===== src/rtl/picobello_mcast_dst_iter.sv =====
// Multicast destination expander: takes one multicast request (address plus
// X/Y field mask) and emits every covered unicast destination, one per cycle.
// Y sub-values vary fastest, X slowest; each field walks its submask in
// ascending order.
module picobello_mcast_dst_iter #(
    parameter int unsigned AddrWidth  = 48,
    parameter int unsigned YOffset    = 18,
    parameter int unsigned YLen       = 2,
    parameter int unsigned XOffset    = 20,
    parameter int unsigned XLen       = 2,
    parameter int unsigned XBase      = 0,
    parameter int unsigned YBase      = 0,
    parameter int unsigned MaxX       = 3,
    parameter int unsigned MaxY       = 3,
    parameter int unsigned CoordWidth = 4
) (
    input  logic                  clk_i,
    input  logic                  rst_ni,
    input  logic                  req_valid_i,
    output logic                  req_ready_o,
    input  logic [AddrWidth-1:0]  req_addr_i,
    input  logic [AddrWidth-1:0]  req_mask_i,
    output logic                  dst_valid_o,
    input  logic                  dst_ready_i,
    output logic [AddrWidth-1:0]  dst_addr_o,
    output logic [CoordWidth-1:0] dst_x_o,
    output logic [CoordWidth-1:0] dst_y_o,
    output logic                  dst_oor_o,
    output logic                  dst_last_o,
    output logic                  busy_o
);

    typedef enum logic {IDLE, ITER} state_t;

    state_t                r_state;
    logic [AddrWidth-1:0]  r_addr;
    logic [XLen-1:0]       r_mx;
    logic [YLen-1:0]       r_my;
    logic [XLen-1:0]       r_sx;
    logic [YLen-1:0]       r_sy;
    logic                  r_valid;
    logic [AddrWidth-1:0]  r_dst_addr;
    logic [CoordWidth-1:0] r_dst_x;
    logic [CoordWidth-1:0] r_dst_y;
    logic                  r_oor;
    logic                  r_last;

    logic [XLen-1:0]       w_nx_sum, w_nsx;
    logic [YLen-1:0]       w_ny_sum, w_nsy;
    logic [AddrWidth-1:0]  w_src_addr, w_addr;
    logic [XLen-1:0]       w_mx, w_sx, w_fx;
    logic [YLen-1:0]       w_my, w_sy, w_fy;
    logic [CoordWidth-1:0] w_x, w_y;
    logic                  w_oor, w_last;
    logic                  w_hs_req, w_hs_dst;
    logic                  w_unused_mask;

    // Bits outside the X/Y fields of the mask carry no meaning here.
    assign w_unused_mask = ^req_mask_i;

    assign w_hs_req = req_valid_i && (r_state == IDLE);
    assign w_hs_dst = r_valid && dst_ready_i;

    // Submask successor for each field, in field width.
    always_comb begin
        w_nx_sum = (r_sx | ~r_mx) + XLen'(1);
        w_nsx    = w_nx_sum & r_mx;
        w_ny_sum = (r_sy | ~r_my) + YLen'(1);
        w_nsy    = w_ny_sum & r_my;
    end

    // Next beat: the first beat of a new request in IDLE, else the successor.
    always_comb begin
        w_src_addr = r_addr;
        w_mx       = r_mx;
        w_my       = r_my;
        w_sx       = r_sx;
        w_sy       = r_sy;
        if (r_state == IDLE) begin
            w_src_addr = req_addr_i;
            w_mx       = req_mask_i[XOffset+:XLen];
            w_my       = req_mask_i[YOffset+:YLen];
            w_sx       = '0;
            w_sy       = '0;
        end else if (r_sy != r_my) begin
            w_sy = w_nsy;
        end else begin
            w_sx = w_nsx;
            w_sy = '0;
        end
        w_fx   = (w_src_addr[XOffset+:XLen] & ~w_mx) | w_sx;
        w_fy   = (w_src_addr[YOffset+:YLen] & ~w_my) | w_sy;
        w_addr = w_src_addr;
        w_addr[XOffset+:XLen] = w_fx;
        w_addr[YOffset+:YLen] = w_fy;
        w_x    = CoordWidth'(w_fx) + CoordWidth'(XBase);
        w_y    = CoordWidth'(w_fy) + CoordWidth'(YBase);
        w_oor  = (32'(w_x) > MaxX) || (32'(w_y) > MaxY);
        w_last = (w_sx == w_mx) && (w_sy == w_my);
    end

    // Control FSM with registered destination outputs.
    always_ff @(posedge clk_i or negedge rst_ni) begin
        if (!rst_ni) begin
            r_state    <= IDLE;
            r_addr     <= '0;
            r_mx       <= '0;
            r_my       <= '0;
            r_sx       <= '0;
            r_sy       <= '0;
            r_valid    <= 1'b0;
            r_dst_addr <= '0;
            r_dst_x    <= '0;
            r_dst_y    <= '0;
            r_oor      <= 1'b0;
            r_last     <= 1'b0;
        end else begin
            case (r_state)
                IDLE: begin
                    if (w_hs_req) begin
                        r_addr     <= req_addr_i;
                        r_mx       <= w_mx;
                        r_my       <= w_my;
                        r_sx       <= '0;
                        r_sy       <= '0;
                        r_valid    <= 1'b1;
                        r_dst_addr <= w_addr;
                        r_dst_x    <= w_x;
                        r_dst_y    <= w_y;
                        r_oor      <= w_oor;
                        r_last     <= w_last;
                        r_state    <= ITER;
                    end
                end
                ITER: begin
                    if (w_hs_dst) begin
                        if (r_last) begin
                            r_valid    <= 1'b0;
                            r_dst_addr <= '0;
                            r_dst_x    <= '0;
                            r_dst_y    <= '0;
                            r_oor      <= 1'b0;
                            r_last     <= 1'b0;
                            r_state    <= IDLE;
                        end else begin
                            r_sx       <= w_sx;
                            r_sy       <= w_sy;
                            r_dst_addr <= w_addr;
                            r_dst_x    <= w_x;
                            r_dst_y    <= w_y;
                            r_oor      <= w_oor;
                            r_last     <= w_last;
                        end
                    end
                end
                default: r_state <= IDLE;
            endcase
        end
    end

    assign req_ready_o = (r_state == IDLE);
    assign busy_o      = (r_state == ITER);
    assign dst_valid_o = r_valid;
    assign dst_addr_o  = r_dst_addr;
    assign dst_x_o     = r_dst_x;
    assign dst_y_o     = r_dst_y;
    assign dst_oor_o   = r_oor;
    assign dst_last_o  = r_last;

endmodule


===== config.mk =====
export PLATFORM = sky130hd
export DESIGN_NAME = picobello_mcast_dst_iter
export DESIGN_NICKNAME = d
export VERILOG_FILES = /design/src/rtl/picobello_mcast_dst_iter.sv
export SDC_FILE = /design/constraint.sdc
export NUM_CORES = 1
export LEC_CHECK = 0
export ABC_AREA = 1
export CORE_UTILIZATION = 34
export DETAILED_ROUTE_END_ITERATION = 12
export PLACE_DENSITY = 0.69
export SYNTH_ARGS = -nofsm -noshare
export SYNTH_HDL_FRONTEND = slang
export SYNTH_SLANG_ARGS = --single-unit
export TNS_END_PERCENT = 1

===== constraint.sdc =====
create_clock -name clk_i -period 1.8 [get_ports clk_i]
set_input_delay 0.36 -clock clk_i [delete_from_list [all_inputs] [get_ports clk_i]]
set_output_delay 0.36 -clock clk_i [all_outputs]
set_load 0.01 [all_outputs]

* After elaboration in Yosys (flattened, before gate mapping)
Cells that the tools add are included.
Word-level totals: flip-flop bits (word level) 116, input port bits 100, output and inout bits 61, logic and storage cells 86
Cells by class: $add $sub $neg 2, magnitude comparators 2, eq/ne operators 7, mux-type cells 42, bitwise logic cells 13, reductions and logical operators 8
Operator list (number):
- two-way mux 48 bit | 4
- one-hot mux 48 bit (2 select lines) | 1
- two-way mux 2 bit | 13
- two-way mux 4 bit | 4
- one-hot mux 4 bit (2 select lines) | 2
- two-way mux 1 bit | 12
- bitwise AND 2 bit | 4
- inverter 2 bit | 4
- bitwise OR 2 bit | 4
- one-hot mux 1 bit (2 select lines) | 4
- one-hot mux 2 bit (2 select lines) | 2
- != test 2 x 1 -> 1 bit, second input constant | 3
- AND reduction 3 bit | 2
- adder 2 x 1 -> 2 bit, second input constant | 2
- equality test 2 bit | 2
- greater-than comparator 2 bit, second input constant | 2
- AND reduction 2 bit | 2
- logical AND 1 bit | 3
- != test 2 bit | 1
- != test 2 bit, second input constant | 1
- logical OR 1 bit | 1
- inverter 1 bit | 1

* Longest topological paths before layout
depth in word-level cells 12, depth in mapped cells 12, gate-level depth less buffers 12

* Least setup slack after synthesis
OpenSTA, ideal clock, no wires.
path kind reg2reg, start point reg r_state (netlist: busy_o), end point reg r_dst_addr[0] (netlist: dst_addr_o[0]), library setup time 127 ps, arrival 1276 ps, required time 1673 ps, slack 397 ps, cell stages (with the launch flop) 8, buffers on the path 3, cells stage by stage dfrtp_1 > buf_4 > inv_4 > nand2_4 > o21ai_2 > buf_2 > buf_4 > a31oi_1
On the way: longest elaborated chain between the ends 4, elaborated cells between the ends (all ways) 10, classes of those cells 2 x eq/ne; 5 x mux; 1 x bitwise; 2 x reduce/logical
Ends and longest elaborated chain:
- from (decl) | RTL line 35 | state_t r_state;
- from (signal assigned) | RTL line 105 | r_state <= IDLE;
- from (signal assigned) | RTL line 132 | r_state <= ITER;
- from (signal assigned) | RTL line 144 | r_state <= IDLE;
- two-way mux 48 bit / inverter 1 bit (equally long branches)
- two-way mux 48 bit / logical AND 1 bit (equally long branches) | RTL line 137, 61
- two-way mux 48 bit / != test 2 x 1 -> 1 bit (equally long branches)
- one-hot mux 48 bit (2 select lines) / AND reduction 2 bit (equally long branches)
- to (signal assigned) | RTL line 127 | r_dst_addr <= w_addr;
- to (signal assigned) | RTL line 148 | r_dst_addr <= w_addr;
- to (decl) | RTL line 42 | logic [AddrWidth-1:0] r_dst_addr;
Parallel ways exist; a longest one is shown, timed or not. The select of a mux whose other input is x is not followed. A chain may end at the register's enable or synchronous reset.

* Worst setup path after layout
start point reg r_last (netlist: dst_last_o), end point out dst_last_o
RTL lines:
- from (decl) | RTL line 46 | logic r_last;
- from (signal assigned) | RTL line 131 | r_last <= w_last;
- from (signal assigned) | RTL line 152 | r_last <= w_last;
- to (decl) | RTL line 29 | output logic dst_last_o,
No word-level cell between the ends.

==> impl_metrics.csv <==
group,metric,value,unit
logic_synthesis,yosys.area.top_type,"dfrtp_1",
power_and_ir_drop,p_seq_share,52.8,%
logic_synthesis,ys_seq_area_share,56.06,%
finish,mostFrequentLayoutCells,"nand2_1 (226), clkdlybuf4s50_1 (108), dfrtp_1 (106)",
floorplanning,die_area,14530,sq um
critical_path,r2r-start,"busy_o",
placed_design,dp_hpwl,8217,um
power_and_ir_drop,netSwitchingPower,950.5,uW
routing,post-route-drc-count,0,
critical_path,crit_family,"buffers and inverters",
finish,final_common_cell,"nand2_1",
logic_synthesis,synth_adder_area_share,0.5240,%
clock_network,cts_tree,"built",
sta,fin_crit_sh,93.30,%
grt,grt_pass1_wl,20750,um
clock_network,cts.clk_slew.worst_paths,0.07,ns
grt,grt_pass1_vias,4144,
sta,slew_violations,0,
logic_synthesis,ys_ff_latch,107,
logic_synthesis,synth_top_family_by_area,"simple AND/OR/NAND/NOR gates",
sta,setup_viol,0,
floorplanning,core,13450,sq um
placed_design,finalWeightedCongestion,0.8177,
grt,overflow,0,
finish,finish.utilization,48.16,%
power_and_ir_drop,power.leakage,3.066,nW
clock_network,root_buffer,"clkbuf_16",
worst_hold_path,min-delay-path-class,"input port to async pin",
critical_path,max_stage_delay,0.58,ns
power_and_ir_drop,sw_frac_of_total,20.88,%
floorplanning,start_util,35.50,%
clock_network,clk_latency,0.34,ns
run_status,status,"completed",
critical_path,path_buf_inv,1,
clock_network,ctsHtreeMaxLevel,3,
sta,skew,0.002996,ns
power_and_ir_drop,internal-power,3.601,mW
critical_path,path_max_fanout,3,
grt,grt_max_degree,61,
critical_path,cp.depth,1,
critical_path,cp-end-kind,"output pin",
floorplanning,io_pins,161,
finish,nets,786,
routing,totalWireLength,12530,um
floorplanning,num_rows,42,
logic_synthesis,synth_area,4776,sq um
critical_path,required,1.44,ns
sta,rsz0062_at_grt,"false",
flow_run,drv_cap,0,
clock_network,cts-buffers-inserted,9,
finish,syn2layout_area_growth,35.66,%
critical_path,ff2ff_path_depth,7,
logic_synthesis,synth_cells,581,
routing,vias_per_cell,4.872,
power_and_ir_drop,pwr-share-comb,4.5,%
power_and_ir_drop,power,4.551,mW
power_and_ir_drop,power_density,702.5,nW/um^2
sta,finalHoldViolCount,0,
logic_synthesis,synth_area_leaders,"dfrtp_1 (56%), nand2_1 (18%), a31oi_1 (5.8%)",
power_and_ir_drop,ir_worst_vdd,0.0004629,V
power_and_ir_drop,p_clk_share,42.7,%
critical_path,r2r_slack,0.16,ns
critical_path,worstSetupPathType,"flop to output pin",
sta,fmax,595.5,MHz
critical_path,path_cells,"clkdlybuf4s50_1",
critical_path,startpoint_type,"flop",
logic_synthesis,post_synth_xor_area_fraction,0,%
logic_synthesis,synth_compound_area_share,8.593,%
routing,drtIter0Drc,313,
logic_synthesis,synth-simple-area-share,28.01,%
logic_synthesis,ys_warn_count,0,
placed_design,portBuffers,111,
critical_path,crit_slowest_cell,"clkdlybuf4s50_1",
routing,num_vias,4214,
routing,ant_nets,0,
grt,track_usage,18.31,%
clock_network,cts_sinks,107,
floorplanning,dieWidth,120.5,um
critical_path,timing.rr.end,"dst_addr_o[25]",
routing,wl_per_cell,14.48,um
clock_network,clockBufferDepth,2,
grt,antenna_found_initial,1,
critical_path,critical_path_arrival,1.32,ns
routing,firstDrtPassIters,6,
logic_synthesis,synth_top_area_share,56.06,%
finish,diodes,0,
logic_synthesis,synthMuxAreaShare,0,%
finish,drive_gt1_share,6.241,%
sta,min_period,1.679,ns
logic_synthesis,yosysUniqueCellTypes,21,
logic_synthesis,avgSynthCellArea,8.220,sq um
floorplanning,die_h,120.5,um
## per-stage QoR
step,std cells,worst slack [ns],hold slack [ns],cell area [sq um],TNS (ns)
6_report,865,0.1207,0.4354,6479,0
4_1_cts,865,0.06473,0.4389,6475,0
3_3_place_gp,844,0.02741,0.2572,6095,0
3_5_place_dp,844,-0.0001141,0.2537,6095,-0.0001141
5_1_grt,865,0.05315,0.4552,6479,0
2_1_floorplan,585,0.3972,0.06441,4791,0
## worst max-delay path by stage
stage | startpoint | endpoint
3_3_place_gp | req_valid_i | dst_addr_o[23]
4_1_cts | busy_o | dst_addr_o[25]
6_report | dst_last_o | dst_last_o
2_1_floorplan | busy_o | dst_addr_o[0]
5_1_grt | busy_o | dst_addr_o[25]
3_5_place_dp | dst_ready_i | dst_addr_o[25]
## power groups by stage
stage	clock, mW	combinational, mW	sequential [mW]
floorplan	0	0.0157	2.45
global placement	0	0.206	2.45
detailed placement	0	0.206	2.45
CTS	2.00	0.210	2.40
global route	2.10	0.226	2.40
finish	1.94	0.205	2.40
## Yosys cell counts (all sizes together)
library cell	number
a31oi	44
nand4	1
nand2	227
o211ai	2
o21ai	20
inv	22
buf	30
dfrtp	107
ha	2
o22ai	1
nand3	54
clkbuf	15
and2	1
conb	1
a21oi	2
nor2	52
## registers in the layout, summed over array words and instances, names as in the netlist
register	flops
dst_last_o	1
dst_addr_o	48
r_my	2
r_addr	48
dst_valid_o	1
r_sy	2
r_sx	2
r_mx	2
busy_o	1
## routing by layer
metal  global-route usage [%]  vias to the layer above  share of wire (%)
met1                    24.03                     1999                 45
met3                    4.764                       10                6.5
met4                    5.556                        0                1.1
li1                         -                     2077                  -
met2                    29.63                      128                 47
met5                        0                        -                  0
## final cells by class
class                   instances  area (sq um)
clock buffers                  12         236.5
repair buffers                133          1403
multi-input cells             411          1799
flip-flops and latches        107          2679
fillers                      1312          6974
clock inverters                 4         51.30
inverters                      22         90.09
well taps                     176         220.2
## what timing repair did
item	CTS	global route
buffers inserted	2	0
setup endpoints to repair	2	9
hold buffers	1	0
pin swaps	0	0
gates cloned	2	0
hold endpoints to repair	14	0
resized for setup	4	1
## cells by family (layout without fill, tap and decap cells)
family | after synthesis | in the layout
adders and majority gates | 2 | 2
other | 1 | 5
DFF | 107 | 107
buffers and inverters | 67 | 171
and+or+nand+nor | 335 | 335
AOI/OAI and AO/OA | 69 | 69
No activity file was read; power rests on OpenSTA's default activity.
